### src/rtl/csa_pkg.sv
// Shared types and sizing helpers for the carry-save accumulator.
package csa_pkg;

  typedef enum logic [1:0] {
    IDLE,
    ACCUM,
    RESOLVE,
    DONE
  } state_t;

  localparam int DEF_WIDTH   = 8;
  localparam int DEF_MAX_OPS = 8;

  function automatic int out_width(int w, int n);
    return w + $clog2(n);
  endfunction

endpackage

### src/rtl/csa_accum_ctrl_if.sv
// Operand stream in, resolved total out.
interface csa_accum_ctrl_if #(
  parameter int WIDTH = 8,
  parameter int CNT_W = 4,
  parameter int OUT_W = 11
);

  logic             start;
  logic [CNT_W-1:0] num_ops;
  logic             op_valid;
  logic [WIDTH-1:0] op_data;
  logic             op_ready;
  logic             busy;
  logic [OUT_W-1:0] result;
  logic             result_valid;

  modport master (
    output start, num_ops, op_valid, op_data,
    input  op_ready, busy, result, result_valid
  );

  modport slave (
    input  start, num_ops, op_valid, op_data,
    output op_ready, busy, result, result_valid
  );

endinterface

### src/rtl/csa_stage.sv
// 3:2 compressor; carry is returned unshifted.
module csa_stage #(
  parameter int W = 11
) (
  input  logic [W-1:0] x,
  input  logic [W-1:0] y,
  input  logic [W-1:0] z,
  output logic [W-1:0] s,
  output logic [W-1:0] c
);

  assign s = x ^ y ^ z;
  assign c = (x & y) | (x & z) | (y & z);

endmodule

### src/rtl/csa_accum_ctrl.sv
// Multi-operand adder: redundant sum/carry accumulation,
// one carry-propagate add at the end.
module csa_accum_ctrl
  import csa_pkg::*;
#(
  parameter int WIDTH   = DEF_WIDTH,
  parameter int MAX_OPS = DEF_MAX_OPS,
  parameter int CNT_W   = $clog2(MAX_OPS + 1),
  parameter int OUT_W   = out_width(WIDTH, MAX_OPS)
) (
  input logic clk,
  input logic rst,
  csa_accum_ctrl_if.slave bus
);

  state_t state, state_nx;

  logic [CNT_W-1:0] n_r;
  logic [CNT_W-1:0] cnt;
  logic [CNT_W-1:0] cnt_inc;
  logic [CNT_W-1:0] n_clamp;
  logic [OUT_W-1:0] sum_r;
  logic [OUT_W-1:0] carry_r;
  logic [OUT_W-1:0] result_r;
  logic [OUT_W-1:0] x;
  logic [OUT_W-1:0] s;
  logic [OUT_W-1:0] c;
  logic             ready;
  logic             rvalid;
  logic             acc;

  assign x       = OUT_W'(bus.op_data);
  assign cnt_inc = cnt + 1'b1;
  assign acc     = bus.op_valid & ready;
  assign n_clamp = (bus.num_ops > CNT_W'(MAX_OPS))
                 ? CNT_W'(MAX_OPS) : bus.num_ops;

  csa_stage #(.W(OUT_W)) u_stage (
    .x (sum_r),
    .y (carry_r),
    .z (x),
    .s (s),
    .c (c)
  );

  always_ff @(posedge clk) begin
    if (rst) begin
      state    <= IDLE;
      n_r      <= '0;
      cnt      <= '0;
      sum_r    <= '0;
      carry_r  <= '0;
      result_r <= '0;
    end else begin
      state <= state_nx;
      unique case (state)
        IDLE: begin
          if (bus.start) begin
            n_r     <= n_clamp;
            cnt     <= '0;
            sum_r   <= '0;
            carry_r <= '0;
          end
        end
        ACCUM: begin
          if (acc) begin
            sum_r   <= s;
            carry_r <= c << 1;
            cnt     <= cnt_inc;
          end
        end
        // Carry-out is impossible given OUT_W sizing.
        RESOLVE: result_r <= sum_r + carry_r;
        DONE: ;
        default: ;
      endcase
    end
  end

  always_comb begin
    state_nx = state;
    ready    = 1'b0;
    rvalid   = 1'b0;
    unique case (state)
      IDLE: begin
        if (bus.start)
          state_nx = (n_clamp == '0) ? RESOLVE : ACCUM;
      end
      ACCUM: begin
        ready = 1'b1;
        if (acc && cnt_inc == n_r)
          state_nx = RESOLVE;
      end
      RESOLVE: state_nx = DONE;
      DONE: begin
        rvalid   = 1'b1;
        state_nx = IDLE;
      end
      default: state_nx = IDLE;
    endcase
  end

  assign bus.op_ready     = ready;
  assign bus.busy         = (state != IDLE);
  assign bus.result       = result_r;
  assign bus.result_valid = rvalid;

endmodule

### src/flat_wrapper.sv
// flat-port wrapper written by rule: the top's interface ports become plain ports
module csa_accum_ctrl_flat import csa_pkg::*;
#(
  parameter int WIDTH   = DEF_WIDTH,
  parameter int MAX_OPS = DEF_MAX_OPS,
  parameter int CNT_W   = $clog2(MAX_OPS + 1),
  parameter int OUT_W   = out_width(WIDTH, MAX_OPS)
)
  (clk, rst, bus_start, bus_num_ops, bus_op_valid, bus_op_data, bus_op_ready, bus_busy, bus_result, bus_result_valid);
  csa_accum_ctrl_if #(.WIDTH(WIDTH), .CNT_W(CNT_W), .OUT_W(OUT_W)) bus_i ();
  input logic clk;
  input logic rst;
  input wire logic [$bits(bus_i.start)-1:0] bus_start;
  input wire logic [$bits(bus_i.num_ops)-1:0] bus_num_ops;
  input wire logic [$bits(bus_i.op_valid)-1:0] bus_op_valid;
  input wire logic [$bits(bus_i.op_data)-1:0] bus_op_data;
  output wire logic [$bits(bus_i.op_ready)-1:0] bus_op_ready;
  output wire logic [$bits(bus_i.busy)-1:0] bus_busy;
  output wire logic [$bits(bus_i.result)-1:0] bus_result;
  output wire logic [$bits(bus_i.result_valid)-1:0] bus_result_valid;
  assign bus_i.start = bus_start;
  assign bus_i.num_ops = bus_num_ops;
  assign bus_i.op_valid = bus_op_valid;
  assign bus_i.op_data = bus_op_data;
  assign bus_op_ready = bus_i.op_ready;
  assign bus_busy = bus_i.busy;
  assign bus_result = bus_i.result;
  assign bus_result_valid = bus_i.result_valid;
  csa_accum_ctrl #(.WIDTH(WIDTH), .MAX_OPS(MAX_OPS), .CNT_W(CNT_W), .OUT_W(OUT_W)) u_core (.clk(clk), .rst(rst), .bus(bus_i));
endmodule
### config.mk
export PLATFORM = sky130hd
export DESIGN_NAME = csa_accum_ctrl_flat
export DESIGN_NICKNAME = d
export VERILOG_FILES = /design/src/rtl/csa_pkg.sv /design/src/rtl/csa_accum_ctrl_if.sv /design/src/rtl/csa_stage.sv /design/src/rtl/csa_accum_ctrl.sv /design/src/flat_wrapper.sv
export SDC_FILE = /design/constraint.sdc
export NUM_CORES = 1
export LEC_CHECK = 0
export CAP_MARGIN = 10
export CORE_MARGIN = 2
export CORE_UTILIZATION = 30
export CTS_CLUSTER_SIZE = 28
export DETAILED_ROUTE_END_ITERATION = 8
export GPL_TIMING_DRIVEN = 0
export PLACE_DENSITY_LB_ADDON = 0.05
export SETUP_SLACK_MARGIN = 0.02
export SKIP_CTS_REPAIR_TIMING = 1
export SLEW_MARGIN = 25
export SYNTH_ARGS = -nofsm -noshare
export SYNTH_HDL_FRONTEND = slang
export SYNTH_HIERARCHICAL = 1
export SYNTH_SLANG_ARGS = --single-unit
### constraint.sdc
create_clock -name clk -period 5.5 [get_ports clk]
set_input_delay 0.825 -clock clk [delete_from_list [all_inputs] [get_ports clk]]
set_output_delay 0.825 -clock clk [all_outputs]
set_load 0.03 [all_outputs]
Word level (Yosys, flattened, before mapping) --
Cells that the tools add are included.
Word-level totals: output and inout bits 14, register bits 43, word-level logic and storage cells 47, input bits 16
Cells by class: reduce and logical (&&, ||, !) cells 8, add/subtract/negate cells 2, equal/unequal tests 7, $lt $le $gt $ge 1, multiplexer cells 15, bitwise operators 8
Operator list (number):
- 11-bit case mux with 2 select lines | 2
- 11-bit two-way mux | 3
- 10-bit by 8-bit bitwise AND with 10-bit output | 2
- 10-bit bitwise OR | 2
- 4-bit two-way mux | 3
- 11-bit adder | 1
- 11-bit bitwise XOR | 1
- 11-bit by 8-bit bitwise XOR with 11-bit output | 1
- 10-bit bitwise AND | 1
- 2-bit case mux with 4 select lines | 1
- 4-bit case mux with 2 select lines | 1
- 2-bit two-way mux | 3
- 4-bit by 1-bit adder with 4-bit output (second input constant) | 1
- 2-bit equality test (second input constant) | 2
- 4-bit equality test | 1
- 4-bit > comparator (second input constant) | 1
- 4-bit zero test | 1
- 2-bit by 1-bit != test with 1-bit output (second input constant) | 2
- 2-bit AND reduction | 2
- 2-bit nonzero test | 2
- 3-bit AND reduction | 1
- 2-bit by 1-bit equality test with 1-bit output (second input constant) | 1
- 2-bit zero test | 1
- 1-bit two-way mux | 2
- other kinds (3) | 3

Logic depth before layout (Yosys ltp) --
word-level depth 6, mapped depth 8, mapped depth without buffers 7

By module --
The synthesis kept the hierarchy.
Modules (own cells, without submodules):
- csa_accum_ctrl | seq. area each 840.8 um^2, times used 1, cells an instance 238, area an instance 2143.3 um^2
- csa_stage | seq. area each 0.0 um^2, times used 1, cells an instance 11, area an instance 220.2 um^2

Worst setup path after synthesis --
OpenSTA, ideal clock, no wires.
kind input-to-reg, start in bus_num_ops[1], end reg u_core.state[0], stages on the path 4, data required time 5.366 ns, data arrival time 2.068 ns, path slack 3.298 ns, path buffers 0, library setup time 0.134 ns, cells stage by stage or4b_4 -> o221ai_1 -> nor4bb_1 -> or4_1
Between the ends: cells in the longest elaborated chain, start to end 6
Ends and longest elaborated chain:
- start, declared | RTL line flat_wrapper.sv:14 | input wire logic [$bits(bus_i.num_ops)-1:0] bus_num_ops;
- 4-bit > comparator | RTL line csa_accum_ctrl.sv:35 | assign n_clamp = (bus.num_ops > CNT_W'(MAX_OPS))
- 4-bit two-way mux (*) | RTL line csa_accum_ctrl.sv:36 | ? CNT_W'(MAX_OPS) : bus.num_ops;
- 4-bit zero test (*) | RTL line csa_accum_ctrl.sv:87 | state_nx = (n_clamp == '0) ? RESOLVE : ACCUM;
- 2-bit two-way mux (*) | RTL line csa_accum_ctrl.sv:87
- 2-bit two-way mux (*) | RTL line csa_accum_ctrl.sv:86 | if (bus.start)
- 2-bit case mux with 4 select lines (*) | RTL line csa_accum_ctrl.sv:84 | unique case (state)
- end signal, assigned | RTL line csa_accum_ctrl.sv:55 | state <= state_nx;
- end, declared | RTL line csa_accum_ctrl.sv:16 | state_t state, state_nx;
Every way passes the cells marked *; elsewhere a longest branch is shown, timed or not. The select of a mux whose other input is x is not followed. A chain may end at the register's enable or synchronous reset.

Worst setup path after layout --
start reg u_core.state[0], end out bus_busy
Between the ends: cells in the longest elaborated chain, start to end 1
Ends and longest elaborated chain:
- 2-bit nonzero test | RTL line csa_accum_ctrl.sv:104 | assign bus.busy = (state != IDLE);
- end, declared | RTL line flat_wrapper.sv:18 | output wire logic [$bits(bus_i.busy)-1:0] bus_busy;
Every way passes these cells.

==> impl_metrics.json <==
{
  "status": "completed",
  "fmax_mhz": 385,
  "wl_per_cell_um": 14.4,
  "power_density_nw_per_um2": 336,
  "tns_ns": 0,
  "viasPerCell": 4.86,
  "postSynthAreaPerCell_um2": 9.49,
  "die_w_um": 92.8,
  "grt.total_usage": 0.140,
  "fin_crit_sh": 0.472,
  "drc": 0,
  "p_int_uw": 616,
  "synth_xor_xnor_area_share": 0.0392,
  "yosys.area_share.simple": 0.183,
  "regArea_um2": 841,
  "crit_path_end_kind": "output port",
  "synth_ff_type": "dfxtp_1",
  "dp_hpwl_um": 4240,
  "drv_slew": 0,
  "irDropWorstVdd_uv": 129,
  "syn_inst": 249,
  "cts_tree": "done",
  "mostFrequentLayoutCells": "dfxtp_1, nor2_1, clkdlybuf4s50_1",
  "synth.mux.area_fraction": 0.0127,
  "ant_nets": 0,
  "n_fill_cell": 812,
  "rows": 32,
  "clk_latency_ns": 0.29,
  "worst_pin_slew_ns": 0.734,
  "insertedDiodeCount": 0,
  "synth_area_um2": 2360,
  "cts_sinks": 42,
  "finalClockSkew_ns": 0.00347,
  "power_frac_seq": 0.359,
  "htreeDepth": 2,
  "setup_viol": 0,
  "clockBufferDepth": 2,
  "power.total_uw": 976,
  "fin_nets": 331,
  "io_buffers": 29,
  "area_delta_synth_final_pct": 22.9,
  "synth-async-reset-ratio": 0,
  "ys_types": 49,
  "holdWs_ns": 0.473,
  "ios": 30,
  "crit_type": "reg2out",
  "root_buffer": "clkbuf_8",
  "drt_iter0_drc": 80,
  "layout_commonest_cell": "dfxtp_1",
  "grt_setup_unrepaired": "no",
  "synth_area_leaders": "dfxtp_1, fa_1, ha_1, a22oi_1, nor2_1",
  "grt_pass1_vias": 1768,
  "die-height_um": 92.8,
  "grt_max_degree": 13,
  "fin_util": 0.378,
  "worstPathRequired_ns": 4.68,
  "die_area_um2": 8600,
  "yosysSeqAreaShare": 0.356,
  "p_leak_nw": 1.08,
  "first_pass_iters": 4,
  "postRouteWirelength_um": 5630,
  "clkPwrFrac": 0.259,
  "max_cap_violations": 0,
  "drive_above_1_share": 0.0417,
  "hold_viol_final": 0,
  "path_clk_slew_ns": 0.08,
  "synth_top_family_by_area": "compound AO/OA/AOI/OAI gates",
  "power_frac_comb": 0.382,
  "core_um2": 7690,
  "hp-class": "reg2reg",
  "numCtsBuffers": 5,
  "min_period_ns": 2.60,
  "grt_pass1_wl_um": 9250,
  "antenna_found_initial": 0,
  "yosys.area.top_type": "dfxtp_1",
  "swShare": 0.369,
  "cp.arrival_ns": 1.77,
  "routed-via-count": 1895,
  "synth_compound_area_frac": 0.192,
  "start_kind": "flop",
  "relSlewSlack": 0.511,
  "worstPathMaxFanout": 5,
  "p_sw_uw": 360,
  "synth_warnings": 6,
  "multi_input_area_um2": 1450,
  "ys_ff_latch": 42,
  "gr-total-overflow": 0,
  "synth_fa_ha_area_frac": 0.181,
  "netlist.area_leader.share": 0.356,
  "initial_core_util": 0.307,
  "synth_edf_count": 0,
  "place.gp.congestion": 0.733
}
[cell usage after synthesis (5+ instances only)]
master    instances
a21oi_1          13
inv_1             8
a22oi_1          23
xnor2_1           7
nand2b_1          6
nor3b_1           5
fa_1             12
nand2_1           7
clkbuf_1         10
ha_1             15
nand3_1           7
dfxtp_1          42
nor2_1           41
[per-layer routing]
layer / track usage / vias up / part of all wire
li1: - / 970 / -
met1: 0.207 / 893 / 0.52
met2: 0.207 / 27 / 0.44
met3: 0.0293 / 5 / 0.026
met4: 0.0368 / 0 / 0.011
met5: 0 / - / 0
[power by group through the flow]
stage	clock [mW]	combinational (mW)	sequential (mW)
6_report	0.253	0.372	0.351
4_1_cts	0.265	0.378	0.351
2_1_floorplan	0	0.244	0.368
3_3_place_gp	0	0.380	0.358
5_1_grt	0.276	0.415	0.355
3_5_place_dp	0	0.376	0.358
[cell families (layout without fill, tap and decap cells)]
kind of cell               count (synthesis)  count (layout)
AOI/OAI and AO/OA                         64              64
muxes                                      3               3
DFF                                       42              42
xor gates and xnor gates                   9               9
adders and majority gates                 27              27
buffers and inverters                     20              56
and+or+nand+nor                           83              83
other                                      1               4
[final timing paths]
path,start,to,slack [ns],cells after the start
worst min-delay path,u_core/n_r[3]$_SDFFE_PP0P_,u_core/n_r[3]$_SDFFE_PP0P_,0.47,2
worst max register to register,u_core/state[0]$_SDFFE_PP0P_,u_core/cnt[2]$_SDFFE_PP0P_,3.28,8
worst min register to register,u_core/n_r[3]$_SDFFE_PP0P_,u_core/n_r[3]$_SDFFE_PP0P_,0.47,2
worst max-delay path,u_core/state[0]$_SDFFE_PP0P_,bus_busy,2.90,4
[flip-flops by register name, summed over array words and instances, names as in the netlist]
signal and cells:
u_core/carry_r 10, u_core/sum_r 11, u_core/bus.result 11, u_core/state 2, u_core/n_r 4, u_core/cnt 4
[final cells by class]
class	instances	area share
multi-input combinational	190	0.500
sequential	42	0.289
timing repair buffer	29	0.0999
tap	102	0.0439
clock buffer	6	0.0284
buffer	12	0.0181
clock inverter	1	0.0103
inverter	8	0.0103
[per-stage QoR]
| step | instance area [um2] | worst slack [ns] | std cells |
|---|---|---|---|
| 6_report | 2910 | 2.90 | 390 |
| 5_1_grt | 2910 | 2.82 | 390 |
| 4_1_cts | 2910 | 2.90 | 390 |
| 3_5_place_dp | 2790 | 2.64 | 383 |
| 3_3_place_gp | 2790 | 2.68 | 383 |
| 2_1_floorplan | 2370 | 3.30 | 252 |
[worst max-delay path: stages, from the launching register on]
cell and delay, ns:
dfxtp_1 0.36, inv_1 0.11, ha_1 0.28, inv_1 0.07, clkdlybuf4s50_1 0.66
(Power assumes the default switching activity.)
